$ cat config.mk
export PLATFORM = sky130hd
export DESIGN_NAME = game_sequencer
export DESIGN_NICKNAME = d
export VERILOG_FILES = /design/src/rtl/game_sequencer.sv
export SDC_FILE = /design/constraint.sdc
export NUM_CORES = 1
export LEC_CHECK = 0
export CAP_MARGIN = 0
export CORE_AREA = 2 2 105 107
export DETAILED_ROUTE_END_ITERATION = 10
export DIE_AREA = 0 0 107 109
export PLACE_DENSITY = 0.76
export SETUP_SLACK_MARGIN = 0.1
export SLEW_MARGIN = 5
export SYNTH_ARGS = -nofsm -noshare
export SYNTH_HDL_FRONTEND = slang
export SYNTH_SLANG_ARGS = --single-unit
$ cat constraint.sdc
create_clock -name clk_i -period 5.2 [get_ports clk_i]
set_clock_uncertainty 0.2 [all_clocks]
set_input_delay 1.56 -clock clk_i [delete_from_list [all_inputs] [get_ports clk_i]]
set_output_delay 1.56 -clock clk_i [all_outputs]
set_load 0.03 [all_outputs]
$ cat src/rtl/game_sequencer.sv
// Opcode sequencer for one game plate: arbitrates player commands into a FIFO,
// injects gravity and hard-drop MoveDowns, runs Commit/Check/New and keeps score.
module game_sequencer #(
    parameter int num_src_p       = 2,
    parameter int fifo_depth_p    = 4,
    parameter int gravity_width_p = 24,
    parameter int height_p        = 32,
    parameter int score_width_p   = 16
) (
    input  logic                          clk_i,
    input  logic                          reset_i,
    input  logic                          start_i,
    input  logic [gravity_width_p-1:0]    gravity_period_i,
    input  logic [num_src_p-1:0][2:0]     src_cmd_i,
    input  logic [num_src_p-1:0]          src_v_i,
    output logic [num_src_p-1:0]          src_yumi_o,
    output logic [2:0]                    opcode_o,
    output logic                          opcode_v_o,
    input  logic                          plate_done_i,
    input  logic                          plate_blocked_i,
    input  logic                          plate_lose_i,
    input  logic [$clog2(height_p)-1:0]   line_elim_i,
    input  logic                          line_elim_v_i,
    output logic [score_width_p-1:0]      score_o,
    output logic [score_width_p-1:0]      lines_o,
    output logic [$clog2(fifo_depth_p):0] fifo_count_o,
    output logic                          busy_o,
    output logic                          lost_o
);

    localparam int PtrW  = $clog2(fifo_depth_p);
    localparam int CntW  = PtrW + 1;
    localparam int ElimW = $clog2(height_p);

    typedef enum logic [2:0] {
        eNew       = 3'd0,
        eMoveLeft  = 3'd1,
        eMoveRight = 3'd2,
        eMoveDown  = 3'd3,
        eRotate    = 3'd4,
        eCommit    = 3'd5,
        eCheck     = 3'd6
    } opcode_e;

    typedef enum logic [2:0] {
        S_IDLE, S_NEW, S_READY, S_WAIT, S_COMMIT, S_CHECK, S_LOST
    } state_e;

    localparam logic [2:0] CmdLeft  = 3'd1;
    localparam logic [2:0] CmdRight = 3'd2;
    localparam logic [2:0] CmdDown  = 3'd3;
    localparam logic [2:0] CmdRot   = 3'd4;
    localparam logic [2:0] CmdHard  = 3'd5;

    function automatic logic is_legal(input logic [2:0] cmd);
        return (cmd >= CmdLeft) && (cmd <= CmdHard);
    endfunction

    function automatic opcode_e cmd_to_op(input logic [2:0] cmd);
        case (cmd)
            CmdLeft:  return eMoveLeft;
            CmdRight: return eMoveRight;
            CmdRot:   return eRotate;
            default:  return eMoveDown;
        endcase
    endfunction

    function automatic logic [score_width_p-1:0] sat_add(input logic [score_width_p-1:0] a,
                                                         input logic [score_width_p-1:0] b);
        logic [score_width_p:0] sum;
        sum = {1'b0, a} + {1'b0, b};
        return sum[score_width_p] ? '1 : sum[score_width_p-1:0];
    endfunction

    function automatic logic [score_width_p-1:0] elim_points(input logic [ElimW-1:0] n);
        case (n)
            ElimW'(0): return score_width_p'(0);
            ElimW'(1): return score_width_p'(1);
            ElimW'(2): return score_width_p'(3);
            ElimW'(3): return score_width_p'(5);
            default:   return score_width_p'(8);
        endcase
    endfunction

    state_e                     state_q, state_d;
    opcode_e                    last_op_q, last_op_d, issue_op;
    logic                       issue;
    logic [2:0]                 mem_q [fifo_depth_p];
    logic [PtrW-1:0]            rd_q, wr_q;
    logic [CntW-1:0]            count_q;
    logic [gravity_width_p-1:0] grav_cnt_q, grav_period;
    logic                       grav_pend_q, grav_consume;
    logic                       hd_q, hd_set, hd_clr;
    logic [score_width_p-1:0]   score_q, lines_q;
    logic                       active, lose_now, flush, pop_full, arb_en;
    logic                       push, pop, avail;
    logic [2:0]                 push_cmd, head_cmd;
    logic [num_src_p-1:0]       leg_oh, any_oh;
    logic                       leg_any, any_v;

    assign active      = (state_q != S_IDLE) && (state_q != S_LOST);
    assign lose_now    = plate_lose_i &&
                         (((state_q == S_WAIT) && plate_done_i) ||
                          (active && (state_q != S_WAIT)));
    assign flush       = lose_now || (state_q == S_LOST);
    assign grav_period = (gravity_period_i == '0) ? gravity_width_p'(1) : gravity_period_i;

    // Pop-when-full is derived without looking at push so arbitration has no comb loop.
    assign pop_full = (state_q == S_READY) && !lose_now && !hd_q && !grav_pend_q &&
                      (count_q != '0);
    assign arb_en   = active && !lose_now &&
                      ((count_q != CntW'(fifo_depth_p)) || pop_full);

    always_comb begin
        leg_oh     = '0;
        any_oh     = '0;
        leg_any    = 1'b0;
        any_v      = 1'b0;
        push_cmd   = '0;
        src_yumi_o = '0;
        push       = 1'b0;
        for (int i = num_src_p - 1; i >= 0; i--) begin
            if (src_v_i[i]) begin
                any_oh    = '0;
                any_oh[i] = 1'b1;
                any_v     = 1'b1;
                if (is_legal(src_cmd_i[i])) begin
                    leg_oh    = '0;
                    leg_oh[i] = 1'b1;
                    leg_any   = 1'b1;
                    push_cmd  = src_cmd_i[i];
                end
            end
        end
        if (arb_en) begin
            if (leg_any) begin
                src_yumi_o = leg_oh;
                push       = 1'b1;
            end else if (any_v) begin
                src_yumi_o = any_oh;
            end
        end
    end

    // An empty FIFO with a push this cycle forwards the pushed command directly.
    assign avail    = (count_q != '0) || push;
    assign head_cmd = (count_q != '0) ? mem_q[rd_q] : push_cmd;

    always_comb begin
        state_d      = state_q;
        issue        = 1'b0;
        issue_op     = last_op_q;
        pop          = 1'b0;
        hd_set       = 1'b0;
        hd_clr       = 1'b0;
        grav_consume = 1'b0;
        if (lose_now) begin
            state_d = S_LOST;
        end else begin
            case (state_q)
                S_IDLE: if (start_i) state_d = S_NEW;
                S_NEW: begin
                    issue    = 1'b1;
                    issue_op = eNew;
                    state_d  = S_WAIT;
                end
                S_READY: begin
                    if (hd_q) begin
                        issue    = 1'b1;
                        issue_op = eMoveDown;
                    end else if (grav_pend_q) begin
                        issue        = 1'b1;
                        issue_op     = eMoveDown;
                        grav_consume = 1'b1;
                    end else if (avail) begin
                        issue    = 1'b1;
                        pop      = 1'b1;
                        issue_op = cmd_to_op(head_cmd);
                        hd_set   = (head_cmd == CmdHard);
                    end
                    if (issue) state_d = S_WAIT;
                end
                S_WAIT: begin
                    if (plate_done_i) begin
                        if (last_op_q == eCommit) begin
                            state_d = S_CHECK;
                        end else if (last_op_q == eCheck) begin
                            state_d = S_NEW;
                        end else if ((last_op_q == eMoveDown) && plate_blocked_i) begin
                            hd_clr  = 1'b1;
                            state_d = S_COMMIT;
                        end else begin
                            state_d = S_READY;
                        end
                    end
                end
                S_COMMIT: begin
                    issue    = 1'b1;
                    issue_op = eCommit;
                    state_d  = S_WAIT;
                end
                S_CHECK: begin
                    issue    = 1'b1;
                    issue_op = eCheck;
                    state_d  = S_WAIT;
                end
                S_LOST:  state_d = S_LOST;
                default: state_d = S_IDLE;
            endcase
        end
        last_op_d = issue ? issue_op : last_op_q;
    end

    always_ff @(posedge clk_i or posedge reset_i) begin
        if (reset_i) begin
            state_q   <= S_IDLE;
            last_op_q <= eNew;
        end else begin
            state_q   <= state_d;
            last_op_q <= last_op_d;
        end
    end

    always_ff @(posedge clk_i or posedge reset_i) begin
        if (reset_i) begin
            rd_q    <= '0;
            wr_q    <= '0;
            count_q <= '0;
        end else if (flush) begin
            rd_q    <= '0;
            wr_q    <= '0;
            count_q <= '0;
        end else begin
            if (push) wr_q <= wr_q + 1'b1;
            if (pop)  rd_q <= rd_q + 1'b1;
            count_q <= count_q + CntW'(push) - CntW'(pop);
        end
    end

    always_ff @(posedge clk_i) begin
        if (push) mem_q[wr_q] <= push_cmd;
    end

    always_ff @(posedge clk_i or posedge reset_i) begin
        if (reset_i) begin
            grav_cnt_q  <= '0;
            grav_pend_q <= 1'b0;
            hd_q        <= 1'b0;
        end else begin
            if (state_q == S_IDLE) begin
                grav_cnt_q  <= grav_period;
                grav_pend_q <= 1'b0;
            end else if (active) begin
                if (grav_cnt_q <= gravity_width_p'(1)) begin
                    grav_cnt_q  <= grav_period;
                    grav_pend_q <= 1'b1;
                end else begin
                    grav_cnt_q  <= grav_cnt_q - 1'b1;
                    grav_pend_q <= grav_pend_q && !grav_consume;
                end
            end
            if (flush || (state_q == S_IDLE) || hd_clr) hd_q <= 1'b0;
            else if (hd_set)                             hd_q <= 1'b1;
        end
    end

    always_ff @(posedge clk_i or posedge reset_i) begin
        if (reset_i) begin
            score_q <= '0;
            lines_q <= '0;
        end else if (line_elim_v_i && (state_q != S_IDLE)) begin
            score_q <= sat_add(score_q, elim_points(line_elim_i));
            lines_q <= sat_add(lines_q, score_width_p'(line_elim_i));
        end
    end

    assign opcode_o     = last_op_d;
    assign opcode_v_o   = issue;
    assign busy_o       = issue || (state_q == S_WAIT);
    assign lost_o       = (state_q == S_LOST);
    assign fifo_count_o = count_q;
    assign score_o      = score_q;
    assign lines_o      = lines_q;

endmodule

; ---- After elaboration in Yosys (flattened, before gate mapping)
; Memory sizes are Yosys's and may differ from the RTL's.
; Index checks and enable logic that the tools add are counted.
[classes]
addsub = 7
order_cmp = 5
eq_ne = 22
muxes = 83
reduce_logical = 37
[op_table]
columns = op, n
row1 = 24-bit 2-to-1 mux, 4
row2 = 3-bit 2-to-1 mux, 18
row3 = 16-bit 2-to-1 mux, 3
row4 = 1-bit 2-to-1 mux, 40
row5 = 2-bit 2-to-1 mux, 13
row6 = "24-bit by 1-bit less-or-equal comparator with 1-bit output, second input constant", 1
row7 = 24-bit logical NOT, 1
row8 = "24-bit by 1-bit subtractor with 24-bit output, second input constant", 1
row9 = "3-bit equality test, second input constant", 7
row10 = 16-bit by 16-bit adder with 17-bit output, 1
row11 = 16-bit by 5-bit adder with 17-bit output, 1
row12 = 4-bit one-hot mux with 4 select lines, 1
row13 = 1-bit logical AND, 15
row14 = 3-bit one-hot mux with 5 select lines, 1
row15 = "3-bit by 2-bit equality test with 1-bit output, second input constant", 4
row16 = "3-bit inequality test, second input constant", 4
row17 = 3-bit one-hot mux with 4 select lines, 1
row18 = "5-bit by 2-bit equality test with 1-bit output, second input constant", 2
row19 = 3-bit one-hot mux with 3 select lines, 1
row20 = 2-bit nonzero test, 4
row21 = 1-bit logical OR, 7
row22 = "3-bit by 1-bit equality test with 1-bit output, second input constant", 2
row23 = "3-bit by 1-bit greater-or-equal comparator with 1-bit output, second input constant", 2
row24 = "3-bit less-or-equal comparator, second input constant", 2
row25 = 12 further kinds, 18
[totals]
regBits = 71
mem_bits_rw = 12
in_bits = 44
wordCells = 165
mem_count = 1
[memory_table]
columns = memory, words, width, rd, rd_ports_with_merged_regs, wr, line
row1 = mem_q, 4, 3, 1, 0, 1, 88  ; logic [2:0] mem_q [fifo_depth_p];

; ---- Longest topological paths before layout
; Gate-level depths: netlist (run 1).
[logic_depth]
depth_word = 22
ltp_mapped = 14
depth_no_buf = 13

; ---- Worst setup path after synthesis (run 1)
; OpenSTA, ideal clock, no wires.
[synth_timing]
path_kind = input -> output
start = input src_v_i[1]
end = output opcode_o[2]
arrival_ns = 3.761
setup_slack_ns = -0.321
cell_stages = 6
path_cell_list = a21boi_0 a22o_1 a21oi_1 or4_1 or3b_2 a31oi_1
[synth_between]
elab_chain_cells = 14
word_cells_on_any_way = 27
classes_between = 3 x eq/ne / 23 x mux / 1 x reduce/logical
[synth_rtl]
columns = item, line
row1 = start: declaration, 15  ; input logic [num_src_p-1:0] src_v_i,
row2 = branches (longest 13 deep; another with 3-bit one-hot mux with 4 select lines), -
row3 = 3-bit 2-to-1 mux *, 211  ; last_op_d = issue ? issue_op : last_op_q;
row4 = end: declaration, 17  ; output logic [2:0] opcode_o,
; Mark *: on every way between the ends. The select of a mux whose other input is x is not followed.

; ---- Worst setup path after layout (run 1)
[layout_timing]
start = input src_cmd_i[0] (netlist name)
end = output opcode_o[1]
[layout_between]
elab_chain_cells = 15
word_cells_on_any_way = 28
classes_between = 2 x order compare / 3 x eq/ne / 21 x mux / 2 x reduce/logical
[layout_rtl]
columns = item, line
row1 = start: declaration, 14  ; input logic [num_src_p-1:0][2:0] src_cmd_i,
row2 = branches (longest 14 deep; another with 3-bit by 1-bit greater-or-equal comparator with 1-bit output), -
row3 = 3-bit 2-to-1 mux *, 211
; Marked as above.

==> flow_summary.ini, run 1 <==
[worst_setup_path]
worst-endpoint-required_ns = 3.44
cp_num_buf_inv = 3
worstSetupPathType = primary input to output port
path_delay_family = compound AO/OA/AOI/OAI gates
crit_arrival_ns = 3.39
critPathCaptureType = output port
max_stage_delay_ns = 0.38
cp_slowest_cell = or3_4
critPathMaxFanout = 3
crit_cells = 9
path_cells = dlygate4sd2_1 -> or3_4 -> and2_4 -> o311ai_4 -> buf_4 -> xor2_1 -> a21o_1 -> a31oi_4 -> buf_6
start_kind = primary input
reg2regPathDepth = 14

[detailed_routing]
post_drt_via_cell_ratio = 5.824
route.met3.wl_um = 656
wl_per_cell_um = 15.76
totalWireLength_um = 12970
drtAntennaViolNets = 0
dr.pass1.iters = 7
route.detailed.drc = 0
top_layer_used = met4
met1_length_um = 5669
met2_length_um = 6294
drtIter0Drc = 391
vias = 4793

[timing]
tightest_slew_ns = 0.9341
maxSlewViolCount = 0
timing.final.ws_setup_ns = 0.05170
finalSetupViolCount = 0
rsz0062_at_grt = yes
finalHoldViolations = 0
timing.setup.tns_ns = 0
timing.fmax_ghz = 0.1942
relSlewSlack_pct = 37.73
timing.final.crit_period_ns = 5.148
post-route-period-util_pct = 99.01

[power_and_ir_drop]
combPwrFrac_pct = 52.9
netSwitchingPower_mw = 1.479
p_int_mw = 1.868
vdd_drop_max_uv = 242.2
power_frac_seq_pct = 34.1
swShare_pct = 44.19
power_density_mw_per_mm2 = 504.0
power.total_mw = 3.347
p_clk_share_pct = 12.9
p_leak_nw = 2.868

[cts]
hold_buffers = 0
clk_latency_ns = 0.36
cts.sinks = 83
cts_buffers = 9
clockBufferDepth = 2
cts_tree = built
cts.clk_slew.worst_paths_ns = 0.09
clock_tree.root_cell = clkbuf_8
cts_max_level = 3

[layout]
fin_area_mm2 = 0.006641
nNetsFinal = 742
diodes = 0
drive_gt1_share_pct = 15.23
syn_to_final_growth_pct = 29.31

[die]
core-area_mm2 = 0.01060
start_util_pct = 48.44
dieHeight_um = 109
die_w_um = 107
rows = 38
die-area_mm2 = 0.01166
io_pins = 87

[placed_design]
place.gp.congestion = 0.8923
hpwlAfterDp_um = 9417
place_worst_setup_slack_ns = -0.4441
placed_area_mm2 = 0.006322
io_buffers = 86

[worst_hold_path]
worstHoldPathType = flop to flop
whs_path_depth = 1

[synthesis]
synth_area_per_cell_um2 = 9.075
synth_nets = 630
netlist_instances = 566
ys_top_cells_by_count = 71 x dfrtp_1, 69 x nand2_1, 52 x nor2_1
synth_top_area_share_pct = 34.59
synth_top_cell_by_area = dfrtp_1
yosysMostFrequentCell = dfrtp_1
ys_seq_area_share_pct = 41.61
synth_seq_cells = 83
synth_cell_type_count = 68
synth_area_leaders = dfrtp_1 35%, edfxtp_1 7.0%, nand2_1 5.0%
synth_edf_count = 12
synth_area_mm2 = 0.005136
synth-warning-count = 0
async_flop_share_pct = 85.54
ys.flop_type = dfrtp_1

[global_route]
grt_usage_pct = 22.48
grt_overflow = 0
antenna_found_initial = 0
grt_pass1_wl_um = 21050
grt_max_degree = 39
grt_pass1_vias = 4538

[run]
maxCapViolCount = 0

[outcome]
status = completed
-- final timing paths --
kind / from / to / slack, ns
min in group asynchronous: reset_i / score_o[12] / 1.48
max in group asynchronous: reset_i / score_o[5] / 2.56
worst max-delay path: src_cmd_i[0] / opcode_o[1] / 0.05
worst max register to register: state_q[1] / fifo_count_o[2] / 1.68
worst min-delay path: grav_cnt_q[15] / grav_cnt_q[15] / 0.30
worst min register to register: grav_cnt_q[15] / grav_cnt_q[15] / 0.30
-- flip-flops by register name, indices dropped and copies added, names as in the netlist, 2 cells and up --
signal / cells
wr_q: 2
fifo_count_o: 3
last_op_q: 3
rd_q: 2
score_o: 16
mem_q: 12
grav_cnt_q: 24
state_q: 3
lines_o: 16
-- worst register-to-register path, stage by stage, from the launching register on --
cell and delay, ns:
dfrtp_1 0.70, nor4b_1 0.43, nand2_1 0.17, a31oi_1 0.20, buf_4 0.16, and2_1 0.20
inv_1 0.07, ha_1 0.28, inv_1 0.05, ha_1 0.14, inv_1 0.05, fa_1 0.37
xor2_1 0.17, xnor2_1 0.13, nor2_1 0.05
-- layer usage --
| layer | up-vias | track usage (%) |
|---|---|---|
| met5 | - | 0 |
| met4 | 0 | 10.85 |
| met3 | 33 | 3.347 |
| met2 | 169 | 37.40 |
| met1 | 2285 | 28.90 |
| li1 | 2306 | - |
-- timing repair --
| action | CTS | global route |
|---|---|---|
| pin swaps | 15 | 9 |
| cloned | 0 | 0 |
| resized for setup | 52 | 11 |
| endpoints found under the setup margin | 7 | 3 |
| setup buffers | 4 | 3 |
-- logic make-up (layout without fill, tap and decap cells) --
logic type	after synthesis	in the layout	synth area share, %
buffers and inverters	43	160	3.532
AO/OA/AOI/OAI	131	131	17.15
multiplexers	14	14	3.557
adder cells (fa/ha/maj)	20	20	5.311
XOR/XNOR	23	23	3.922
AND/OR/NAND/NOR	252	252	24.92
flip-flops	83	83	41.61
-- cell usage in the layout, fill, tap and decap left out, drive strengths merged, types with 13 or more instances in the layout --
cell	Yosys	routed
a21oi	35	35
and3	18	18
buf	4	47
clkdlybuf4s50	0	69
dfrtp	71	71
ha	17	17
inv	24	25
nand2	70	70
nand3	18	18
nor2	52	52
nor3	23	23
nor4	13	13
o21ai	27	27
xnor2	16	16
-- through the flow --
stage,util [%],cells,hold WS (ns)
floorplan,-,566,0.2508
global placement,59.63,802,0.2627
detailed placement,59.63,802,0.2800
CTS,61.81,820,0.2989
global route,62.64,823,0.3176
finish,62.64,823,0.2971
-- layout make-up --
type	count	area (um^2)
Sequential cell	83	2137
Clock buffer	12	155.1
Inverter	25	93.84
Tap cell	140	175.2
Clock inverter	4	23.77
Multi-Input combinational cell	440	2979
Timing Repair Buffer	119	1077
Fill cell	894	3961
-- power by group through the flow --
| stage | registers (mW) | clock network, mW | logic [mW] |
|---|---|---|---|
| after global placement | 1.13 | 0 | 1.61 |
| after global routing | 1.18 | 0.475 | 1.93 |
| after floorplan | 1.23 | 0 | 1.01 |
| after detailed placement | 1.14 | 0 | 1.66 |
| final | 1.14 | 0.433 | 1.77 |
| after CTS | 1.13 | 0.442 | 1.71 |
(Power assumes the default switching activity.)
==> run 2, diff against run 1 <==
==> constraint.sdc (replaced) <==
create_clock -name clk_i -period 5.2 [get_ports clk_i]
set_clock_uncertainty 0.2 [all_clocks]
set_input_delay 1.04 -clock clk_i [delete_from_list [all_inputs] [get_ports clk_i]]
set_output_delay 1.04 -clock clk_i [all_outputs]
set_load 0.03 [all_outputs]
==> flow_summary.ini, run 2 (same netlist as run 1, synthesis figures left out) <==
[die]
dieHeight_um = 109
start_util_pct = 48.44
rows = 38
core-area_mm2 = 0.01060
io_pins = 87
die-area_mm2 = 0.01166
die_w_um = 107

[layout]
final_common_cell = clkdlybuf4s50_1
largest_register_ff_count = 24
nNetsFinal = 716
drive_gt1_share_pct = 6.849
final_cell_mix = 83 x clkdlybuf4s50_1, 71 x dfrtp_1, 69 x nand2_1, 52 x nor2_1, 33 x a21oi_1
largest-register = grav_cnt_q
fillers = 902
syn_to_final_growth_pct = 23.87
diodes = 0

[cts]
clockBufferDepth = 2
cts_max_level = 3
cts.sinks = 83
post_cts_buffers = 0
clock_tree.root_cell = clkbuf_8
cts.clk_slew.worst_paths_ns = 0.09
cts_buffers = 9
cts_resized = 0
clk_latency_ns = 0.35
hold_buffers = 0
cts_tree = built

[timing]
post-route-period-util_pct = 95.66
tightest_slew_ns = 1.100
rsz0062_at_grt = yes
timing.setup.tns_ns = 0
finalHoldViolations = 0
relSlewSlack_pct = 26.64
finalSetupViolCount = 0
hold_slack_ns = 0.3027
maxSlewViolCount = 0
timing.final.ws_setup_ns = 0.2254
timing.final.crit_period_ns = 4.975
timing.fmax_ghz = 0.2010

[power_and_ir_drop]
p_leak_nw = 2.697
power_density_mw_per_mm2 = 509.1
vdd_drop_max_uv = 283.5

[worst_setup_path]
reg2regPathDepth = 13
reg2reg_to = fifo_count_o[2]
worst-endpoint-required_ns = 3.96
critPathCaptureType = output port
crit_arrival_ns = 3.73
start_kind = primary input
critPathLaunch = src_v_i[1]
crit_end = opcode_o[2]
path_delay_family = compound AO/OA/AOI/OAI gates
max_stage_delay_ns = 0.51
worstSetupPathType = primary input to output port
path_cells = clkdlybuf4s50_1 -> a21boi_0 -> a22o_1 -> a21oi_1 -> or4_1 -> or3b_2 -> a31oi_1 -> buf_4
cp_num_buf_inv = 2
critPathMaxFanout = 7
reg2reg_from = state_q[1]
cp_slowest_cell = clkdlybuf4s50_1
r2r_slack_ns = 1.65
crit_cells = 8

[placed_design]
hpwlAfterDp_um = 9121
io_buffers = 86
place_worst_setup_slack_ns = 0.1321
place.gp.congestion = 0.8909

[global_route]
grt_overflow = 0
antenna_found_initial = 0
grt_pass1_wl_um = 20950
grt_usage_pct = 22.24
grt_max_degree = 51
grt_pass1_vias = 4446

[detailed_routing]
drtIter0Drc = 320
dr.pass1.iters = 5
totalWireLength_um = 12600
route.detailed.drc = 0
wl_per_cell_um = 15.81
vias = 4661
post_drt_via_cell_ratio = 5.848
drtAntennaViolNets = 0

[worst_hold_path]
worstHoldPathType = flop to flop
whs_path_depth = 1

[outcome]
status = completed

[run]
maxCapViolCount = 0
[run 2: cell types whose count changed in the layout (fill, tap and decap cells not counted), moves of 4 or more]
cell,change
buf_2,-5
clkdlybuf4s50_1,+14
a21oi_2,-4
buf_6,-5
buf_4,-28
a21oi_1,+4
[run 2: worst reg2reg max path, delay by kind of cell, from the launching register on]
| kind | cells | cell delay, ns |
|---|---|---|
| adder cells (fa/ha/maj) | 3 | 0.78 |
| XOR/XNOR | 2 | 0.32 |
| AND/OR/NAND/NOR | 4 | 0.88 |
| flip-flops | 1 | 0.65 |
| AO/OA/AOI/OAI | 1 | 0.41 |
| buffers and inverters | 3 | 0.17 |
[run 2: per-layer routing]
metal	wire length [um]	GRT usage, %
met1	5660	30.54
met2	6007	36.76
met3	799	3.885
met4	133	5.659
met5	0	0
[run 2: per-stage QoR]
stage	cell area (um^2)	cells	power, mW	util [%]
6_report	6362	797	3.239	60.01
5_1_grt	6362	797	3.478	60.01
4_1_cts	6349	797	3.239	59.88
3_5_place_dp	6132	781	2.717	57.84
3_3_place_gp	6132	781	2.672	57.84
2_1_floorplan	5136	566	2.204	-
[run 2: area by class of cell]
| type | count | area [um^2] | share of cell area (%) |
|---|---|---|---|
| Tap cell | 140 | 175.2 | 2.753 |
| Inverter | 25 | 93.84 | 1.475 |
| Sequential cell | 83 | 2137 | 33.59 |
| Timing Repair Buffer | 93 | 910.9 | 14.32 |
| Clock inverter | 6 | 88.84 | 1.396 |
| Multi-Input combinational cell | 440 | 2829 | 44.46 |
| Clock buffer | 10 | 127.6 | 2.006 |
[run 2: power breakdown]
| part | internal [mW] | total, mW | leakage [nW] | switching [mW] |
|---|---|---|---|---|
| logic | 0.686 | 1.59 | 1.62 | 0.908 |
| registers | 0.873 | 1.13 | 0.978 | 0.258 |
| clock network | 0.272 | 0.513 | 0.103 | 0.241 |
[run 2: worst min-delay path by stage]
stage | start | to | slack (ns)
5_1_grt | score_o[12] | score_o[12] | 0.33
2_1_floorplan | grav_cnt_q[13] | grav_cnt_q[13] | 0.25
6_report | score_o[12] | score_o[12] | 0.30
4_1_cts | score_o[12] | score_o[12] | 0.30
3_3_place_gp | grav_cnt_q[13] | grav_cnt_q[13] | 0.27
3_5_place_dp | score_o[12] | score_o[12] | 0.29
